### config.mk
export PLATFORM = sky130hd
export DESIGN_NAME = mem_bus_arbiter
export DESIGN_NICKNAME = d
export VERILOG_FILES = /design/src/rtl/mem_bus_arbiter.sv
export SDC_FILE = /design/constraint.sdc
export NUM_CORES = 1
export LEC_CHECK = 0
export CAP_MARGIN = 5
export CELL_PAD_IN_SITES_DETAIL_PLACEMENT = 1
export CELL_PAD_IN_SITES_GLOBAL_PLACEMENT = 1
export CORE_ASPECT_RATIO = 0.75
export CORE_MARGIN = 3
export CORE_UTILIZATION = 33
export DETAILED_ROUTE_END_ITERATION = 7
export PLACE_DENSITY_LB_ADDON = 0.1
export RECOVER_POWER = 50
export SETUP_SLACK_MARGIN = 0.2
export SYNTH_ARGS = -nofsm -noshare
export SYNTH_HDL_FRONTEND = slang
export SYNTH_SLANG_ARGS = --single-unit
### constraint.sdc
create_clock -name clk -period 8.4 [get_ports clk]
set_input_delay 0.84 -clock clk [delete_from_list [all_inputs] [get_ports clk]]
set_output_delay 0.84 -clock clk [all_outputs]
set_load 0.02 [all_outputs]
### src/rtl/mem_bus_arbiter.sv
// Round-robin arbiter sharing one fixed-latency memory port between two masters.
// Each grant runs IDLE -> ACCESS -> DONE; requests are only sampled in IDLE.
module mem_bus_arbiter #(
  parameter int ADDR_WIDTH  = 32,
  parameter int DATA_WIDTH  = 32,
  parameter int MEM_LATENCY = 1
) (
  input  logic                  clk,
  input  logic                  reset,
  input  logic                  m0_req,
  input  logic                  m0_we,
  input  logic [ADDR_WIDTH-1:0] m0_addr,
  input  logic [DATA_WIDTH-1:0] m0_wdata,
  output logic                  m0_ack,
  output logic [DATA_WIDTH-1:0] m0_rdata,
  input  logic                  m1_req,
  input  logic                  m1_we,
  input  logic [ADDR_WIDTH-1:0] m1_addr,
  input  logic [DATA_WIDTH-1:0] m1_wdata,
  output logic                  m1_ack,
  output logic [DATA_WIDTH-1:0] m1_rdata,
  output logic                  mem_en,
  output logic                  mem_we,
  output logic [ADDR_WIDTH-1:0] mem_addr,
  output logic [DATA_WIDTH-1:0] mem_wdata,
  input  logic [DATA_WIDTH-1:0] mem_rdata,
  output logic                  busy,
  output logic                  owner
);
  if (MEM_LATENCY < 1 || MEM_LATENCY > 15) begin : g_bad_latency
    $error("mem_bus_arbiter: MEM_LATENCY=%0d outside 1..15", MEM_LATENCY);
  end

  typedef enum logic [1:0] {IDLE = 2'd0, ACCESS = 2'd1, DONE = 2'd2} state_e;

  localparam logic [3:0] LAT = 4'(MEM_LATENCY);

  state_e                       state_q;
  logic [3:0]                   cnt_q;
  logic                         owner_q, busy_q, en_q, we_q;
  logic [ADDR_WIDTH-1:0]        addr_q;
  logic [DATA_WIDTH-1:0]        wdata_q;
  logic [1:0]                   ack_q;
  logic [1:0][DATA_WIDTH-1:0]   rdata_q;

  logic [1:0]                   req, we_in;
  logic [1:0][ADDR_WIDTH-1:0]   addr_in;
  logic [1:0][DATA_WIDTH-1:0]   wdata_in;
  logic                         gnt_d;

  assign req      = {m1_req, m0_req};
  assign we_in    = {m1_we, m0_we};
  assign addr_in  = {m1_addr, m0_addr};
  assign wdata_in = {m1_wdata, m0_wdata};

  // On contention the master that did not win last time gets the port.
  always_comb begin
    gnt_d = owner_q;
    case (req)
      2'b01:   gnt_d = 1'b0;
      2'b10:   gnt_d = 1'b1;
      2'b11:   gnt_d = ~owner_q;
      default: gnt_d = owner_q;
    endcase
  end

  always_ff @(posedge clk or posedge reset) begin
    if (reset) begin
      state_q <= IDLE;
      cnt_q   <= '0;
      owner_q <= 1'b1;
      busy_q  <= 1'b0;
      en_q    <= 1'b0;
      we_q    <= 1'b0;
      addr_q  <= '0;
      wdata_q <= '0;
      ack_q   <= '0;
      rdata_q <= '0;
    end else begin
      case (state_q)
        IDLE: if (|req) begin
          owner_q <= gnt_d;
          busy_q  <= 1'b1;
          en_q    <= 1'b1;
          we_q    <= we_in[gnt_d];
          addr_q  <= addr_in[gnt_d];
          wdata_q <= wdata_in[gnt_d];
          cnt_q   <= LAT;
          state_q <= ACCESS;
        end
        ACCESS: begin
          en_q <= 1'b0;
          if (we_q) begin
            ack_q[owner_q] <= 1'b1;
            state_q        <= DONE;
          end else if (cnt_q == 4'd0) begin
            // Memory data is valid exactly now, MEM_LATENCY cycles after the strobe.
            rdata_q[owner_q] <= mem_rdata;
            ack_q[owner_q]   <= 1'b1;
            state_q          <= DONE;
          end else begin
            cnt_q <= cnt_q - 4'd1;
          end
        end
        DONE: begin
          ack_q   <= '0;
          busy_q  <= 1'b0;
          we_q    <= 1'b0;
          state_q <= IDLE;
        end
        default: state_q <= IDLE;
      endcase
    end
  end

  assign m0_ack    = ack_q[0];
  assign m1_ack    = ack_q[1];
  assign m0_rdata  = rdata_q[0];
  assign m1_rdata  = rdata_q[1];
  assign mem_en    = en_q;
  assign mem_we    = we_q;
  assign mem_addr  = addr_q;
  assign mem_wdata = wdata_q;
  assign busy      = busy_q;
  assign owner     = owner_q;
endmodule

==> summary.txt <==
Power
  – P_leak: 4.38 nW
  – Worst VDD drop: 0.000181 V
  – Power per cell area: 378 nW/um2
  – Total power: between 3 and 4 mW

Detailed routing
  – Iter 0 DRT Violations: 158
  – TritonRoute pass-1 iters: 4
  – DR vias: 4699
  – Residual DRC: 0
  – Routed WL per cell: 18.3 um
  – Via-per-instance ratio: 4.61
  – WL final: ~19000 um
  – ANT nets after route: 0

STA
  – Min Hold Slack: 0.475 ns
  – TNS Setup: 0 ns
  – Final hold vios: 0
  – Max transition margin: -89.8%
  – Final Max Tran Viols: between 70 and 80
  – Worst slew pin tran: 2.83 ns
  – Setup Skew: 0.00921 ns
  – Setup ws final: 4.53 ns
  – Final worst path period share: between 40% and 50%
  – Setup violations, final: 0
  – Max frequency: 0.258 GHz
  – Unrepaired setup endpoints after global routing: false
  – Tmin final: just under 4 ns

Critical path
  – Family with the most delay on the worst path: buffers and inverters
  – Critical path's most frequent cell: o21ai_0
  – CP max-delay cell: o21ai_0
  – CP cell instances: dlygate4sd3_1 > o21ai_0 > buf_4 > o21ai_0
  – CP startpoint kind: primary input
  – Delay of the slowest critical-path stage: 1.36 ns
  – Crit end category: flip-flop
  – Worst path required time: 8.64 ns
  – Worst EP arrival: 4.11 ns
  – Crit Path Category: primary input to flip-flop
  – Buf+Inv Stages, Crit Path: 2
  – Critical Path Fanout Max: 122

Clocking
  – CTS tree: done
  – Number of CTS-inserted buffers: 17
  – Max H-tree Level: 4
  – Clk slew on worst S/H paths: 0.06 ns
  – Sink Count: 140
  – Root buffer cell: clkbuf_16
  – Clk_lat worst skew: 0.41 ns
  – Post-CTS setup buffer count: 0
  – Maximum root-to-sink buffer count: 2
  – Post_cts resized: 0
  – CTS Hold Bufs: 0

Yosys
  – Main flop type after synthesis: dfrtp_1
  – Sequential-to-total area share from yosys stat: a little under 60%
  – Distinct cells, synth: 31
  – Yosys Warn Count: 0
  – Count of flip-flops with a built-in enable after synthesis: 0
  – Syn_area_per_cell: 12.8 um2
  – #FFs+latches synth: 140
  – FFs w/ async S/R, synth: 100%
  – Mapped Area: 6050 um2
  – Net Count, Synth: 640
  – Post-synthesis cell count: 472

Global route
  – Initial antenna violation count: 1
  – Vias in the first global route: around 5300
  – Pin count of the biggest net entering global routing: between 100 and 150
  – First-pass GRT wire length: 29400 um
  – Gr usage total: 18.9%
  – Total grt overflow: 0

Die
  – Row cnt: 42
  – Die area: 20000 um2
  – Core Footprint: 17800 um2
  – Ports: 300
  – Die width: 162 um
  – DIE HEIGHT: 123 um
  – Initial Util: 34.0%

Cells and area
  – Commonest non-fill, non-tap cell in the layout: clkdlybuf4s50_1
  – Area delta synth->final: 60.5%
  – FILL cells: ~1800
  – Layout cells sized above 1: between 10 and 15%
  – Final Cell Area: 9710 um2
  – Commonest cells after routing, fill and taps aside: clkdlybuf4s50_1, dfrtp_1, dlygate4sd3_1
  – Final net count: 931

Placed design
  – I/O Buffers: 299
  – GPL Wtd Cong: 0.760
  – DP HPWL: 13800 um
  – Setup slack at placement: 4.72 ns
  – Post-DP Area: 9180 um2

Outcome
  – Violated checks: max-capacitance violations, max-slew violations
  – Status: finished with violations

Worst hold path
  – Hold crit path type: flip-flop to flip-flop

Run
  – Max-Cap Viols: 2
==> Yosys cell counts (2+ instances only) <==
master | count | area share (%)
o21ai_1 | 39 | 3.2
mux2i_1 | 67 | 11
o21ai_0 | 30 | 2.5
buf_6 | 6 | 1.1
o31ai_1 | 2 | 0.25
buf_12 | 3 | 0.99
nor3_1 | 2 | 0.17
nand2b_1 | 2 | 0.21
ha_1 | 2 | 0.41
inv_1 | 5 | 0.31
dfrtp_1 | 139 | 57
a21oi_1 | 2 | 0.17
clkbuf_1 | 7 | 0.43
buf_2 | 11 | 0.91
nor2_1 | 4 | 0.25
mux2_2 | 34 | 6.3
mux2_4 | 30 | 7.4
nand2_1 | 73 | 4.5
buf_1 | 2 | 0.12
==> flip-flops by register name (all words and copies together), names as in the netlist <==
signal,flops
mem_en,1
cnt_q,4
m0_rdata,32
state_q,2
m1_rdata,32
owner,1
mem_addr,32
mem_wdata,32
busy,1
ack_q,2
mem_we,1
==> worst reg2reg max path, stage by stage, from the launching register on <==
cell and delay [ns]:
dfstp_2 0.59, inv_1 0.11, a21oi_4 0.82, buf_4 0.78, mux2i_1 0.32, o21ai_0 0.10
==> final cells by class <==
| class | count | area (um2) | share of cell area, % |
|---|---|---|---|
| multi-input combinational | 297 | 2300 | 23.7 |
| sequential | 140 | 3500 | 36.1 |
| clock inverter | 14 | 125 | 1.29 |
| antenna | 1 | 2.50 | 0.0258 |
| timing repair buffer | 302 | 3020 | 31.1 |
| clock buffer | 18 | 439 | 4.52 |
| tap | 242 | 303 | 3.12 |
| inverter | 5 | 20.0 | 0.206 |
==> power by group <==
part	total (mW)	internal, mW	switching (mW)
clock network	0.719	0.397	0.322
logic	1.77	0.820	0.946
registers	1.18	1.01	0.174
==> routing by layer <==
metal,track usage (%),vias up,part of all wire [%]
li1,-,2214,-
met1,21.8,2309,39
met2,32.7,158,50
met3,7.80,18,8.8
met4,5.43,0,1.4
met5,0,-,0
==> metrics by stage <==
stage,utilization [%],std cells
CTS,54.7,1018
floorplan,-,472
detailed placement,51.5,986
global route,54.5,1019
finish,54.5,1019
global placement,51.5,986
==> cell families (layout without fill, tap and decap cells) <==
kind of cell             after synthesis  in the layout  synth area share [%]
flip-flops                           140            140                  57.9
multiplexers                         132            132                  25.0
AND/OR/NAND/NOR                       89             89                  6.39
AO/OA/AOI/OAI                         74             74                  6.24
buffers and inverters                 35            339                  4.01
adder cells (fa/ha/maj)                2              2                 0.413
other                                  0              1                     0
==> path summary, 6_finish.rpt <==
| check | from | endpoint | slack, ns | depth (start not counted) |
|---|---|---|---|---|
| worst max register to register | owner | mem_addr[23] | 5.50 | 5 |
| worst min-delay path | mem_addr[30] | mem_addr[30] | 0.47 | 2 |
| min in group asynchronous | reset | m1_rdata[11] | 1.68 | 2 |
| max in group asynchronous | reset | m0_rdata[5] | 4.70 | 3 |
| worst min register to register | mem_addr[30] | mem_addr[30] | 0.47 | 2 |
| worst max-delay path | m1_req | mem_addr[28] | 4.53 | 4 |
Power figures use the tool's default switching activity.
